### config.mk
export PLATFORM = sky130hd
export DESIGN_NAME = ball_frame_renderer
export DESIGN_NICKNAME = d
export VERILOG_FILES = /design/src/rtl/ball_frame_renderer_pkg.sv /design/src/rtl/ball_frame_renderer_vga_timing_gen.sv /design/src/rtl/ball_frame_renderer.sv
export SDC_FILE = /design/constraint.sdc
export NUM_CORES = 1
export LEC_CHECK = 0
export ABC_CLOCK_PERIOD_IN_PS = 2700
export BUFFER_PORTS_ARGS = -buffer_cell sky130_fd_sc_hd__buf_2
export CAP_MARGIN = 20
export CORE_UTILIZATION = 45
export DETAILED_ROUTE_END_ITERATION = 8
export GPL_ROUTABILITY_DRIVEN = 0
export PLACE_DENSITY = 0.7
export SETUP_SLACK_MARGIN = 0.15
export SLEW_MARGIN = 40
export SYNTH_ARGS = -nofsm -noshare
export SYNTH_HDL_FRONTEND = slang
export SYNTH_SLANG_ARGS = --single-unit
### constraint.sdc
create_clock -name clock -period 2.7 [get_ports clock]
set_input_delay 0.675 -clock clock [delete_from_list [all_inputs] [get_ports clock]]
set_output_delay 0.675 -clock clock [all_outputs]
set_load 0.1 [all_outputs]
### src/rtl/ball_frame_renderer_pkg.sv
// Shared VGA timing defaults, colour type and the ball position clamp.
package ball_frame_renderer_pkg;

   localparam int CLK_DIV_D   = 4;
   localparam int H_VISIBLE_D = 640;
   localparam int H_FP_D      = 16;
   localparam int H_SYNC_D    = 96;
   localparam int H_BP_D      = 48;
   localparam int V_VISIBLE_D = 480;
   localparam int V_FP_D      = 10;
   localparam int V_SYNC_D    = 2;
   localparam int V_BP_D      = 33;
   localparam int BALL_SIZE_D = 8;

   localparam int H_TOTAL_D = H_VISIBLE_D + H_FP_D + H_SYNC_D + H_BP_D;
   localparam int V_TOTAL_D = V_VISIBLE_D + V_FP_D + V_SYNC_D + V_BP_D;

   typedef struct packed {
      logic [3:0] r;
      logic [3:0] g;
      logic [3:0] b;
   } rgb_t;

   localparam rgb_t RGB_BALL = 12'hFFF;
   localparam rgb_t RGB_OFF  = 12'h000;

   // Negative positions pin to 0, anything past max_pos pins to max_pos.
   function automatic logic [9:0] clamp_pos(input logic [31:0] pos, input logic [9:0] max_pos);
      logic [9:0] res;
      if (pos[31])
         res = '0;
      else if (pos > {22'd0, max_pos})
         res = max_pos;
      else
         res = pos[9:0];
      return res;
   endfunction

endpackage

### src/rtl/ball_frame_renderer_vga_timing_gen.sv
// Pixel-tick divider and raster h/v counters.
module vga_timing_gen
   import ball_frame_renderer_pkg::*;
#(
   parameter int CLK_DIV   = CLK_DIV_D,
   parameter int H_TOTAL   = H_TOTAL_D,
   parameter int V_TOTAL   = V_TOTAL_D,
   parameter int V_VISIBLE = V_VISIBLE_D
)(
   input  logic       clock,
   input  logic       reset,
   output logic       tick,
   output logic [9:0] h,
   output logic [9:0] v,
   output logic       frame_wrap
);

   localparam int DIV_W = (CLK_DIV > 1) ? $clog2(CLK_DIV) : 1;
   localparam logic [DIV_W-1:0] DIV_LAST = DIV_W'(CLK_DIV - 1);
   localparam logic [9:0] H_LAST     = 10'(H_TOTAL - 1);
   localparam logic [9:0] V_LAST     = 10'(V_TOTAL - 1);
   localparam logic [9:0] V_VIS_LAST = 10'(V_VISIBLE - 1);

   logic [DIV_W-1:0] div;

   assign tick = (div == DIV_LAST);
   // Level: counters sit on the last pixel of the visible frame; the caller qualifies with tick.
   assign frame_wrap = (h == H_LAST) && (v == V_VIS_LAST);

   // Divider counts 0..CLK_DIV-1 and raises tick on its last count.
   always_ff @(posedge clock or posedge reset) begin
      if (reset)
         div <= '0;
      else if (tick)
         div <= '0;
      else
         div <= div + DIV_W'(1);
   end

   // h advances every tick; v advances when h wraps.
   always_ff @(posedge clock or posedge reset) begin
      if (reset) begin
         h <= '0;
         v <= '0;
      end else if (tick) begin
         if (h == H_LAST) begin
            h <= '0;
            v <= (v == V_LAST) ? 10'd0 : v + 10'd1;
         end else begin
            h <= h + 10'd1;
         end
      end
   end

endmodule

### src/rtl/ball_frame_renderer.sv
// VGA display stage: latches the ball once per frame and draws it as a white square.
module ball_frame_renderer
   import ball_frame_renderer_pkg::*;
#(
   parameter int CLK_DIV   = CLK_DIV_D,
   parameter int H_VISIBLE = H_VISIBLE_D,
   parameter int H_FP      = H_FP_D,
   parameter int H_SYNC    = H_SYNC_D,
   parameter int H_BP      = H_BP_D,
   parameter int V_VISIBLE = V_VISIBLE_D,
   parameter int V_FP      = V_FP_D,
   parameter int V_SYNC    = V_SYNC_D,
   parameter int V_BP      = V_BP_D,
   parameter int BALL_SIZE = BALL_SIZE_D
)(
   input  logic        clock,
   input  logic        reset,
   input  logic [31:0] ball_x,
   input  logic [31:0] ball_y,
   output logic        hsync,
   output logic        vsync,
   output logic        video_on,
   output logic [9:0]  pixel_x,
   output logic [9:0]  pixel_y,
   output logic        screen_end,
   output logic [3:0]  vga_r,
   output logic [3:0]  vga_g,
   output logic [3:0]  vga_b
);

   localparam int H_TOTAL = H_VISIBLE + H_FP + H_SYNC + H_BP;
   localparam int V_TOTAL = V_VISIBLE + V_FP + V_SYNC + V_BP;

   localparam logic [10:0] HS_START = 11'(H_VISIBLE + H_FP);
   localparam logic [10:0] HS_END   = 11'(H_VISIBLE + H_FP + H_SYNC);
   localparam logic [10:0] VS_START = 11'(V_VISIBLE + V_FP);
   localparam logic [10:0] VS_END   = 11'(V_VISIBLE + V_FP + V_SYNC);
   localparam logic [10:0] H_VIS    = 11'(H_VISIBLE);
   localparam logic [10:0] V_VIS    = 11'(V_VISIBLE);
   localparam logic [10:0] BALL_W   = 11'(BALL_SIZE);
   localparam logic [9:0]  BX_MAX   = 10'(H_VISIBLE - BALL_SIZE);
   localparam logic [9:0]  BY_MAX   = 10'(V_VISIBLE - BALL_SIZE);

   logic        tick;
   logic        frame_wrap;
   logic [9:0]  h, v;
   logic [9:0]  bx, by;
   logic [10:0] h_w, v_w, bx_w, by_w;
   logic        vis, ball_pixel, blank_entry;
   rgb_t        rgb;

   vga_timing_gen #(
      .CLK_DIV   (CLK_DIV),
      .H_TOTAL   (H_TOTAL),
      .V_TOTAL   (V_TOTAL),
      .V_VISIBLE (V_VISIBLE)
   ) u_timing (
      .clock      (clock),
      .reset      (reset),
      .tick       (tick),
      .h          (h),
      .v          (v),
      .frame_wrap (frame_wrap)
   );

   // 11-bit compares so bx+BALL_SIZE cannot wrap.
   assign h_w  = {1'b0, h};
   assign v_w  = {1'b0, v};
   assign bx_w = {1'b0, bx};
   assign by_w = {1'b0, by};

   assign vis         = (h_w < H_VIS) && (v_w < V_VIS);
   assign ball_pixel  = vis && (h_w >= bx_w) && (h_w < bx_w + BALL_W)
                            && (v_w >= by_w) && (v_w < by_w + BALL_W);
   // Single clock (not a whole pixel tick) at the v 479->480 step.
   assign blank_entry = tick && frame_wrap;

   // Ball position is sampled only at blanking entry so a frame never tears.
   always_ff @(posedge clock or posedge reset) begin
      if (reset) begin
         bx <= '0;
         by <= '0;
      end else if (blank_entry) begin
         bx <= clamp_pos(ball_x, BX_MAX);
         by <= clamp_pos(ball_y, BY_MAX);
      end
   end

   // All outputs registered from the same counter state so they stay mutually aligned.
   always_ff @(posedge clock or posedge reset) begin
      if (reset) begin
         hsync      <= 1'b1;
         vsync      <= 1'b1;
         video_on   <= 1'b0;
         pixel_x    <= '0;
         pixel_y    <= '0;
         screen_end <= 1'b0;
         rgb        <= RGB_OFF;
      end else begin
         hsync      <= !((h_w >= HS_START) && (h_w < HS_END));
         vsync      <= !((v_w >= VS_START) && (v_w < VS_END));
         video_on   <= vis;
         pixel_x    <= h;
         pixel_y    <= v;
         screen_end <= blank_entry;
         rgb        <= ball_pixel ? RGB_BALL : RGB_OFF;
      end
   end

   assign vga_r = rgb.r;
   assign vga_g = rgb.g;
   assign vga_b = rgb.b;

endmodule

==> flow_summary_export.csv, run 1 <==
group,metric,value,unit
sta,fmax,460,MHz
floorplanning,die_y,93.6,um
sta,period_minus_slack,2180,ps
clock_tree,cts_sinks,67,
finish,stdcell_count,583,
sta,setup_viol,0,
sta,slew_violations,0,
synth,synth.top_cell.area_share,0.431,
grt,first_global_vias,2983,
worst_setup_path,required,2940,ps
worst_setup_path,worstPathArrival,2420,ps
floorplanning,rows,33,
clock_tree,h-tree-depth,3,
finish,multi_input_area,0.00186,sq mm
finish,diodes,0,
sta,rsz0062_at_grt,"no",
sta,relSlewSlack,0.679,
synth,syn_inst,373,
placed_design,dp_cells,567,
clock_tree,cts-root-to-sink-buffers,2,
synth,mappedNetlistArea,0.00377,sq mm
synth,synthFlopType,"dfrtp_1",
synth,yosys-top-cells-count,"65 x dfrtp_1, 41 x ha_1, 32 x inv_1, 32 x nand2_1, 22 x o21ai_0",
sta,setup_tns,0,ps
grt,grt_antenna_before_repair,0,
sta,report.final.hold_viol_count,0,
grt,grtUsageTotal,0.199,
finish,register_area,0.00168,sq mm
detailed_routing,drtAntennaViolNets,0,
detailed_routing,drt_pre_antenna_iters,4,
worst_setup_path,worstSetupEndpointType,"register",
finish,nFillCells,759,
synth,synth_area_leaders,"dfrtp_1 43%, ha_1 14%, xnor2_1 3.7%, inv_1 3.2%, nand2_1 3.2%",
placed_design,hpwl,6.09,mm
detailed_routing,routed_via_density,5.33,
sta,worst_clock_skew,7.20,ps
synth,synth.most_common_cell,"dfrtp_1",
clock_tree,clk_latency,360,ps
flow_run,cap_violations,0,
synth,async_flop_share,1.00,
synth,synth_fp_nets,480,
power_and_ir_drop,power_leakage,2.33,nW
floorplanning,coreArea,0.00818,sq mm
clock_tree,numCtsBuffers,9,
clock_tree,path_clk_slew,70,ps
detailed_routing,drc,0,
finish,syn_to_final_growth,20.9,%
grt,overflow,0,
run_status,status,"finished, final reports clean",
clock_tree,cts_tree,"yes",
clock_tree,root_buffer,"clkbuf_8",
placed_design,portBuffers,101,
grt,grt_max_degree,38,
floorplanning,start_util,0.462,
synth,synth-edff-count,0,
power_and_ir_drop,p_total,2.02,mW
clock_tree,ctsResizeCount,0,
clock_tree,cts_hold_buf,0,
worst_setup_path,crit_type,"register to register",
power_and_ir_drop,ir_drop,0.216,mV
finish,nets,580,
sta,tightest_slew,486,ps
synth,ys_ff_latch,67,
detailed_routing,drt_first_iter_violations,90,
power_and_ir_drop,powerDensity,444,mW/mm^2
hold_path,hold_class,"primary input to asynchronous set/reset pin",
floorplanning,pin_count,102,
grt,grt_pass1_wl,13.4,mm
floorplanning,dieArea,0.00876,sq mm
synth,yosys.area.top_type,"dfrtp_1",
detailed_routing,vias,3109,
sta,min_period_over_period,0.806,
worst_setup_path,start_kind,"register",
synth,yosys_warnings,0,
detailed_routing,drt_wl_total,7.81,mm
synth,synth_cell_types,49,
clock_tree,post_cts_buffers,0,
floorplanning,die_w,93.6,um
worst_setup_path,cp_max_fo,8,
synth,avgSynthCellArea,10.1,sq um
finish,drive_gt1_frac,0.280,
detailed_routing,routedWlPerCell,13.4,um
synth,ys_seq_area_frac,0.445,
[sequential cells by signal (all words and copies together), names as in the netlist, 2 cells and up]
register,flops
by,10
bx,10
u_timing.div,2
u_timing.h,10
u_timing.v,10
pixel_y,10
pixel_x,10
[placed cells by master (no fill, tap or decap), types with 3 or more instances in the layout]
cell type,instances
o22ai_1,5
nand4b_1,3
and3_1,8
nor4_1,11
clkbuf_8,10
a211o_1,3
xnor2_1,16
ha_1,41
nand3_1,14
xor2_1,7
nor2_1,16
nor2b_1,4
inv_1,31
buf_2,101
o221a_2,4
a21oi_1,14
o211ai_1,3
nor4b_1,3
o21ai_0,22
buf_4,5
nor3_1,5
dfrtp_1,65
a22o_1,5
nand4_1,9
o31ai_1,6
nand2_1,32
[critical path, cell delays in order (launching register included)]
cell and delay, ps:
dfrtp_1 480, ha_1 270, nand4_1 160, nor4_1 310
nand2_1 150, inv_1 210, nand3_1 180, o221a_2 290
[layout make-up]
class / count / share of cell area
clock buffer: 10 / 0.0302
clock inverter: 6 / 0.0195
inverter: 32 / 0.0263
multi-input combinational: 257 / 0.408
sequential: 67 / 0.368
tap: 105 / 0.0288
timing repair buffer: 106 / 0.119
[cells by family (layout without fill, tap and decap cells)]
logic type,Yosys count,after routing,synth area share
buffers and inverters,49,154,0.0617
xor gates and xnor gates,23,23,0.0534
AOI/OAI and AO/OA,75,75,0.132
DFF,67,67,0.445
adders and majority gates,41,41,0.136
and+or+nand+nor,118,118,0.172
[routing by layer]
layer | routed length [um] | up-vias | track usage | part of all wire
met5 | 0 | - | 0 | 0
met2 | 3590 | 111 | 0.320 | 0.46
met1 | 3620 | 1447 | 0.259 | 0.46
met3 | 433 | 13 | 0.0317 | 0.055
met4 | 170 | 0 | 0.101 | 0.022
li1 | - | 1538 | - | -
[through the flow]
stage               area, sq um  hold slack [ps]  setup slack [ps]  utilization
finish                     4560              391               524        0.558
global route               4560              432               318        0.558
CTS                        4560              402               496        0.558
detailed placement         4340              421               403        0.530
global placement           4340              413               440        0.530
floorplan                  3770              403               345            -
[power by group]
group          internal [mW]  leakage, nW  total (mW)  switching [mW]
clock                  0.544        0.108       0.940           0.396
sequential              1.00        0.847        1.00               0
combinational         0.0398         1.38      0.0810          0.0412
[worst paths after layout]
| check | start | endpoint | slack, ps | cells past startpoint |
|---|---|---|---|---|
| max in group asynchronous | reset | vsync | 1940 | 3 |
| hold reg to reg | u_timing.div[0] | u_timing.div[0] | 430 | 1 |
| setup / recovery | u_timing.v[1] | bx[4] | 520 | 7 |
| hold / removal | reset | u_timing.h[0] | 390 | 3 |
| min in group clock | u_timing.div[0] | u_timing.div[0] | 430 | 1 |
| setup reg to reg | u_timing.v[1] | bx[4] | 520 | 7 |
(Power assumes the default switching activity.)
==> inputs of run 2 (changes only) <==
ABC_CLOCK_PERIOD_IN_PS = 2200   (was 2700)
clock period = 2.2 ns   (was 2.7 ns; I/O delays follow)
==> run 2 against run 1 <==
Net effect:
- design area rose by 4.2%
- die area unchanged
- final cell count up 3.8%
- worst setup slack got worse by 400 ps
- largest power group unchanged
- sequential share of layout area decreased by 1.5 points
- core utilization increased by 2.4 points
- maximum frequency increased by 4.8%
- via count rose by 3.3%
- clock-buffer cell count unchanged
- power grew 17%
- register-to-register slack got worse by 400 ps
- hold slack lost 140 ps
==> flow_summary_export.csv, run 2 (synthesis gave the netlist of run 1 again) <==
group,metric,value,unit
sta,relSlewSlack,0.611,
floorplanning,dieArea,0.00876,sq mm
floorplanning,die_w,93.6,um
worst_setup_path,worstSetupEndpointType,"register",
sta,slew_violations,0,
placed_design,portBuffers,101,
detailed_routing,routed_via_density,5.31,
clock_tree,cts_sinks,67,
finish,final_cell_mix,"101 x buf_2, 64 x dfrtp_1, 40 x ha_1",
detailed_routing,drc,0,
grt,grt_max_degree,32,
placed_design,dp_slack,6.44,ps
clock_tree,cts_tree,"yes",
worst_setup_path,worstPathCellList,"ha_2, and3_1, xnor2_1, ha_1, a211o_1, a21oi_1, a31oi_1, nor4b_2",
grt,first_global_vias,3125,
finish,syn_to_final_growth,26.0,%
hold_path,hold_class,"primary input to asynchronous set/reset pin",
clock_tree,root_buffer,"clkbuf_8",
finish,diodes,0,
placed_design,hpwl,6.32,mm
sta,hold_ws,254,ps
worst_setup_path,worstPathArrival,2330,ps
flow_run,cap_violations,0,
finish,nets,602,
power_and_ir_drop,p_total,2.37,mW
power_and_ir_drop,ir_drop,0.256,mV
run_status,status,"finished, final reports clean",
worst_setup_path,cp_max_fo,2,
worst_setup_path,start_kind,"register",
finish,multi_input_area,0.00190,sq mm
finish,stdcell_count,605,
detailed_routing,drt_pre_antenna_iters,4,
finish,drive_gt1_frac,0.326,
clock_tree,path_clk_slew,70,ps
sta,setup_tns,0,ps
worst_setup_path,worst_r2r_path_depth,8,
power_and_ir_drop,power_leakage,2.43,nW
sta,worst_clock_skew,5.51,ps
clock_tree,cts-root-to-sink-buffers,2,
power_and_ir_drop,powerDensity,499,mW/mm^2
sta,report.final.hold_viol_count,0,
sta,min_period_over_period,0.943,
floorplanning,die_y,93.6,um
worst_setup_path,required,2450,ps
detailed_routing,routedWlPerCell,13.3,um
detailed_routing,vias,3212,
worst_setup_path,crit_type,"register to register",
clock_tree,numCtsBuffers,9,
clock_tree,h-tree-depth,3,
grt,grt_antenna_before_repair,0,
detailed_routing,drtAntennaViolNets,0,
floorplanning,coreArea,0.00818,sq mm
placed_design,dp_cells,582,
sta,period_minus_slack,2080,ps
sta,fmax,482,MHz
floorplanning,pin_count,102,
worst_setup_path,crit_slowest_cell,"dfrtp_2",
sta,setup_ws,124,ps
clock_tree,clk_latency,350,ps
sta,setup_viol,0,
finish,register_area,0.00168,sq mm
worst_setup_path,slowest_delay,410,ps
grt,grtUsageTotal,0.200,
worst_setup_path,timing.rr.end,"vga_b[2]",
worst_setup_path,startpoint,"bx[3]",
grt,overflow,0,
finish,nFillCells,702,
detailed_routing,drt_first_iter_violations,81,
worst_setup_path,reg2reg_slack,120,ps
sta,tightest_slew,583,ps
sta,rsz0062_at_grt,"yes",
worst_setup_path,reg2reg_from,"bx[3]",
detailed_routing,drt_wl_total,8.05,mm
floorplanning,rows,33,
finish,final_common_cell,"buf_2",
grt,grt_pass1_wl,13.7,mm
floorplanning,start_util,0.462,
[run 2: per-layer routing]
metal	GRT usage	wire [um]	vias up	part of all wire
li1	-	-	1582	-
met1	0.253	3600	1503	0.45
met2	0.343	3820	118	0.47
met3	0.0252	503	9	0.062
met4	0.0897	128	0	0.016
met5	0	0	-	0
[run 2: worst max-delay path by stage]
stage                     to  slack [ps]  depth (start not counted)
floorplan           vga_b[1]         160                          1
global placement       bx[6]          60                          5
detailed placement  vga_b[2]           6                          8
CTS                 vga_b[2]         150                          8
global route        vga_b[2]          20                          8
finish              vga_b[2]         120                          8
[run 2: layout make-up]
class,instances,area share
multi-input combinational,257,0.399
inverter,32,0.0261
tap,105,0.0276
timing repair buffer,128,0.152
clock buffer,10,0.0289
clock inverter,6,0.0137
sequential,67,0.353
[run 2: critical path, delay by kind of cell (launching register included)]
family	cells	cell delay, ps
AO/OA/AOI/OAI	3	560
XOR/XNOR	1	130
adder cells (fa/ha/maj)	2	390
flip-flops	1	410
AND/OR/NAND/NOR	2	500
[run 2: repair_timing]
action	in CTS	in global routing
setup buffers	5	2
pin swaps	0	6
resized for setup	4	5
hold buffers	0	0
endpoints found under the setup margin	5	18
[run 2: per-stage QoR]
step                cell area [sq um]  utilization
global route                     4750        0.582
global placement                 4460        0.546
CTS                              4720        0.577
floorplan                        3780            -
detailed placement               4460        0.546
finish                           4750        0.582
[run 2: power by group]
part | switching (mW) | internal [mW] | leakage (nW) | total [mW]
sequential | 0 | 1.23 | 0.845 | 1.23
clock | 0.486 | 0.553 | 0.102 | 1.04
combinational | 0.0508 | 0.0515 | 1.49 | 0.102
==> inputs of run 3 (changes only) <==
ABC_AREA = 1   (was not set)
PLACE_DENSITY = 0.69   (was 0.7)
SYNTH_HIERARCHICAL = 1   (was not set)
==> run 3 against run 2 <==
Net effect:
- non-clock buffer count shrank 1
- global-route usage shrank 0.57 points
- critical path depth grew 3
- synthesized area grew 11%
- first-iteration DRC count grew 36%
- combinational power grew 6%
- clock skew grew 5.5 ps
- flip-flop and latch count is the same
- synthesized cell count grew 43%
- final cell count grew 27%
- routed wire length grew 11%
- die area grew 11%
- critical endpoint unchanged
- highest routed layer unchanged
==> flow_summary_export.csv, run 3 <==
group,metric,value,unit
power_and_ir_drop,power_leakage,2.88,nW
sta,fmax,509,MHz
synth,ys_ff_latch,67,
power_and_ir_drop,p_total,2.32,mW
clock_tree,h-tree-depth,3,
finish,nets,765,
worst_setup_path,worstSetupEndpointType,"register",
grt,first_global_vias,3529,
sta,min_period_over_period,0.893,
placed_design,place_area,0.00488,sq mm
sta,tightest_slew,491,ps
finish,syn_to_final_growth,22.9,%
sta,setup_tns,0,ps
grt,grt_antenna_before_repair,0,
clock_tree,root_buffer,"clkbuf_8",
power_and_ir_drop,clkPwrFrac,0.423,
floorplanning,dieArea,0.00973,sq mm
clock_tree,numCtsBuffers,9,
grt,grt_pass1_wl,15.1,mm
synth,synth_cell_types,35,
clock_tree,cts-root-to-sink-buffers,2,
detailed_routing,drt_pre_antenna_iters,4,
floorplanning,die_y,98.7,um
finish,fin_util,0.581,
sta,setup_viol,0,
worst_setup_path,crit_slowest_cell,"dfrtp_1",
finish,diodes,0,
worst_setup_path,crit_type,"register to register",
sta,period_minus_slack,1960,ps
synth,synth.top_cell.area_share,0.387,
synth,mappedNetlistArea,0.00420,sq mm
worst_setup_path,worstPathArrival,2240,ps
finish,stdcell_count,771,
synth,yosys_warnings,6,
worst_setup_path,worstPathCellList,"inv_2, nor3_4, buf_4, xor2_1, ha_1, a21oi_2, o21a_1, nor2_1, nor2_1, nand2_1, nor2_1",
clock_tree,path_clk_slew,70,ps
placed_design,dp_cells,747,
power_and_ir_drop,powerDensity,449,mW/mm^2
worst_setup_path,slowest_delay,410,ps
synth,synth.most_common_cell,"nand2_1",
power_and_ir_drop,netSwitchingPower,523,uW
synth,synth_area_leaders,"dfrtp_1 39%, nand2_1 15%, ha_1 12%, nor2_1 5.0%, inv_1 4.8%",
flow_run,cap_violations,0,
placed_design,hpwl,7.08,mm
finish,final_common_cell,"nand2_1",
finish,final_cell_mix,"162 x nand2_1, 101 x buf_2, 62 x dfrtp_1",
grt,grtUsageTotal,0.195,
synth,avgSynthCellArea,7.86,sq um
synth,yosys-top-cells-count,"164 x nand2_1, 65 x dfrtp_1, 56 x nor2_1",
sta,hold_ws,212,ps
synth,synthFlopType,"dfrtp_1",
power_and_ir_drop,p_seq_frac,0.530,
placed_design,dp_slack,204,ps
synth,synth_fp_nets,641,
detailed_routing,drtAntennaViolNets,0,
hold_path,hold_class,"primary input to asynchronous set/reset pin",
power_and_ir_drop,p_int,1.80,mW
worst_setup_path,start_kind,"register",
floorplanning,pin_count,102,
placed_design,portBuffers,101,
power_and_ir_drop,ir_drop,0.229,mV
synth,syn_inst,535,
worst_setup_path,crit_top_cell,"nor2_1",
floorplanning,start_util,0.473,
floorplanning,rows,34,
detailed_routing,drt_wl_total,8.95,mm
run_status,status,"finished, final reports clean",
sta,rsz0062_at_grt,"no",
sta,report.final.hold_viol_count,0,
synth,ys_seq_area_frac,0.399,
floorplanning,die_w,98.7,um
sta,worst_clock_skew,11.1,ps
sta,setup_ws,235,ps
power_and_ir_drop,comb_power_share,0.046,
detailed_routing,vias,3771,
grt,grt_max_degree,28,
synth,synth-edff-count,0,
detailed_routing,routed_via_density,4.89,
detailed_routing,drc,0,
clock_tree,cts_sinks,67,
finish,final_cell_area,0.00517,sq mm
power_and_ir_drop,swShare,0.225,
clock_tree,clk_latency,340,ps
floorplanning,coreArea,0.00889,sq mm
worst_setup_path,required,2470,ps
synth,async_flop_share,1.00,
grt,overflow,0,
clock_tree,cts_tree,"yes",
sta,slew_violations,0,
finish,drive_gt1_frac,0.284,
synth,yosys.area.top_type,"dfrtp_1",
sta,relSlewSlack,0.675,
worst_setup_path,cp_max_fo,4,
detailed_routing,drt_first_iter_violations,110,
detailed_routing,routedWlPerCell,11.6,um
run 3: cell count changes after synthesis, moves of 12 or more:
cell,delta
inv_1,+22
inv_2,+12
nand2_1,+132
nor2_1,+40
o21ai_0,-17
o21ai_1,+12
run 3: final timing paths:
check	slack (ps)	endpoint	start	cells after the start
min in group clock	440	u_timing/div[0]	u_timing/div[0]	1
worst max register to register	240	vga_b[2]	by[5]	11
worst max-delay path	240	vga_b[2]	by[5]	11
worst min register to register	440	u_timing/div[0]	u_timing/div[0]	1
worst min-delay path	210	pixel_x[2]	reset	2
max in group asynchronous	1440	hsync	reset	3
run 3: kinds of logic (layout without fill, tap and decap cells):
logic type / after synthesis / after routing / share of synthesized area
flops: 67 / 67 / 0.399
fa+ha+maj: 40 / 40 / 0.119
xor+xnor: 19 / 19 / 0.0396
simple gates: 285 / 285 / 0.300
compound gates: 42 / 42 / 0.0560
buf+inv: 82 / 210 / 0.0857
run 3: timing repair:
action / 4_1_cts / 5_1_grt
setup buffers: 0 / 9
gates resized for setup: 0 / 14
hold buffers: 0 / 0
endpoints found under the setup margin: 0 / 21
run 3: layout make-up:
cell class                 count  area, sq um
fill                         801         3720
multi-input combinational    386         2200
sequential                    67         1680
timing repair buffer         127          713
inverter                      68          255
tap                          108          135
clock buffer                  10          128
clock inverter                 5         55.1
run 3: power groups by stage:
| stage | clock [mW] | sequential (mW) | combinational [mW] |
|---|---|---|---|
| 2_1_floorplan | 0 | 1.25 | 0.0351 |
| 3_3_place_gp | 0 | 1.25 | 0.108 |
| 3_5_place_dp | 0 | 1.25 | 0.110 |
| 4_1_cts | 1.00 | 1.23 | 0.111 |
| 5_1_grt | 1.06 | 1.23 | 0.124 |
| 6_report | 0.982 | 1.23 | 0.108 |
run 3: routing by layer:
| metal | part of all wire | up-vias | global-route usage | wire length [um] |
|---|---|---|---|---|
| li1 | - | 1934 | - | - |
| met1 | 0.45 | 1713 | 0.238 | 4070 |
| met2 | 0.49 | 111 | 0.344 | 4350 |
| met3 | 0.041 | 13 | 0.0291 | 363 |
| met4 | 0.018 | 0 | 0.0804 | 164 |
| met5 | 0 | - | 0 | 0 |
run 3: worst max-delay path, delay by kind of cell, from the launching register on:
| kind | cells | cell delay, ps |
|---|---|---|
| simple gates | 5 | 510 |
| flops | 1 | 410 |
| compound gates | 2 | 310 |
| fa+ha+maj | 1 | 290 |
| buf+inv | 2 | 230 |
| xor+xnor | 1 | 150 |
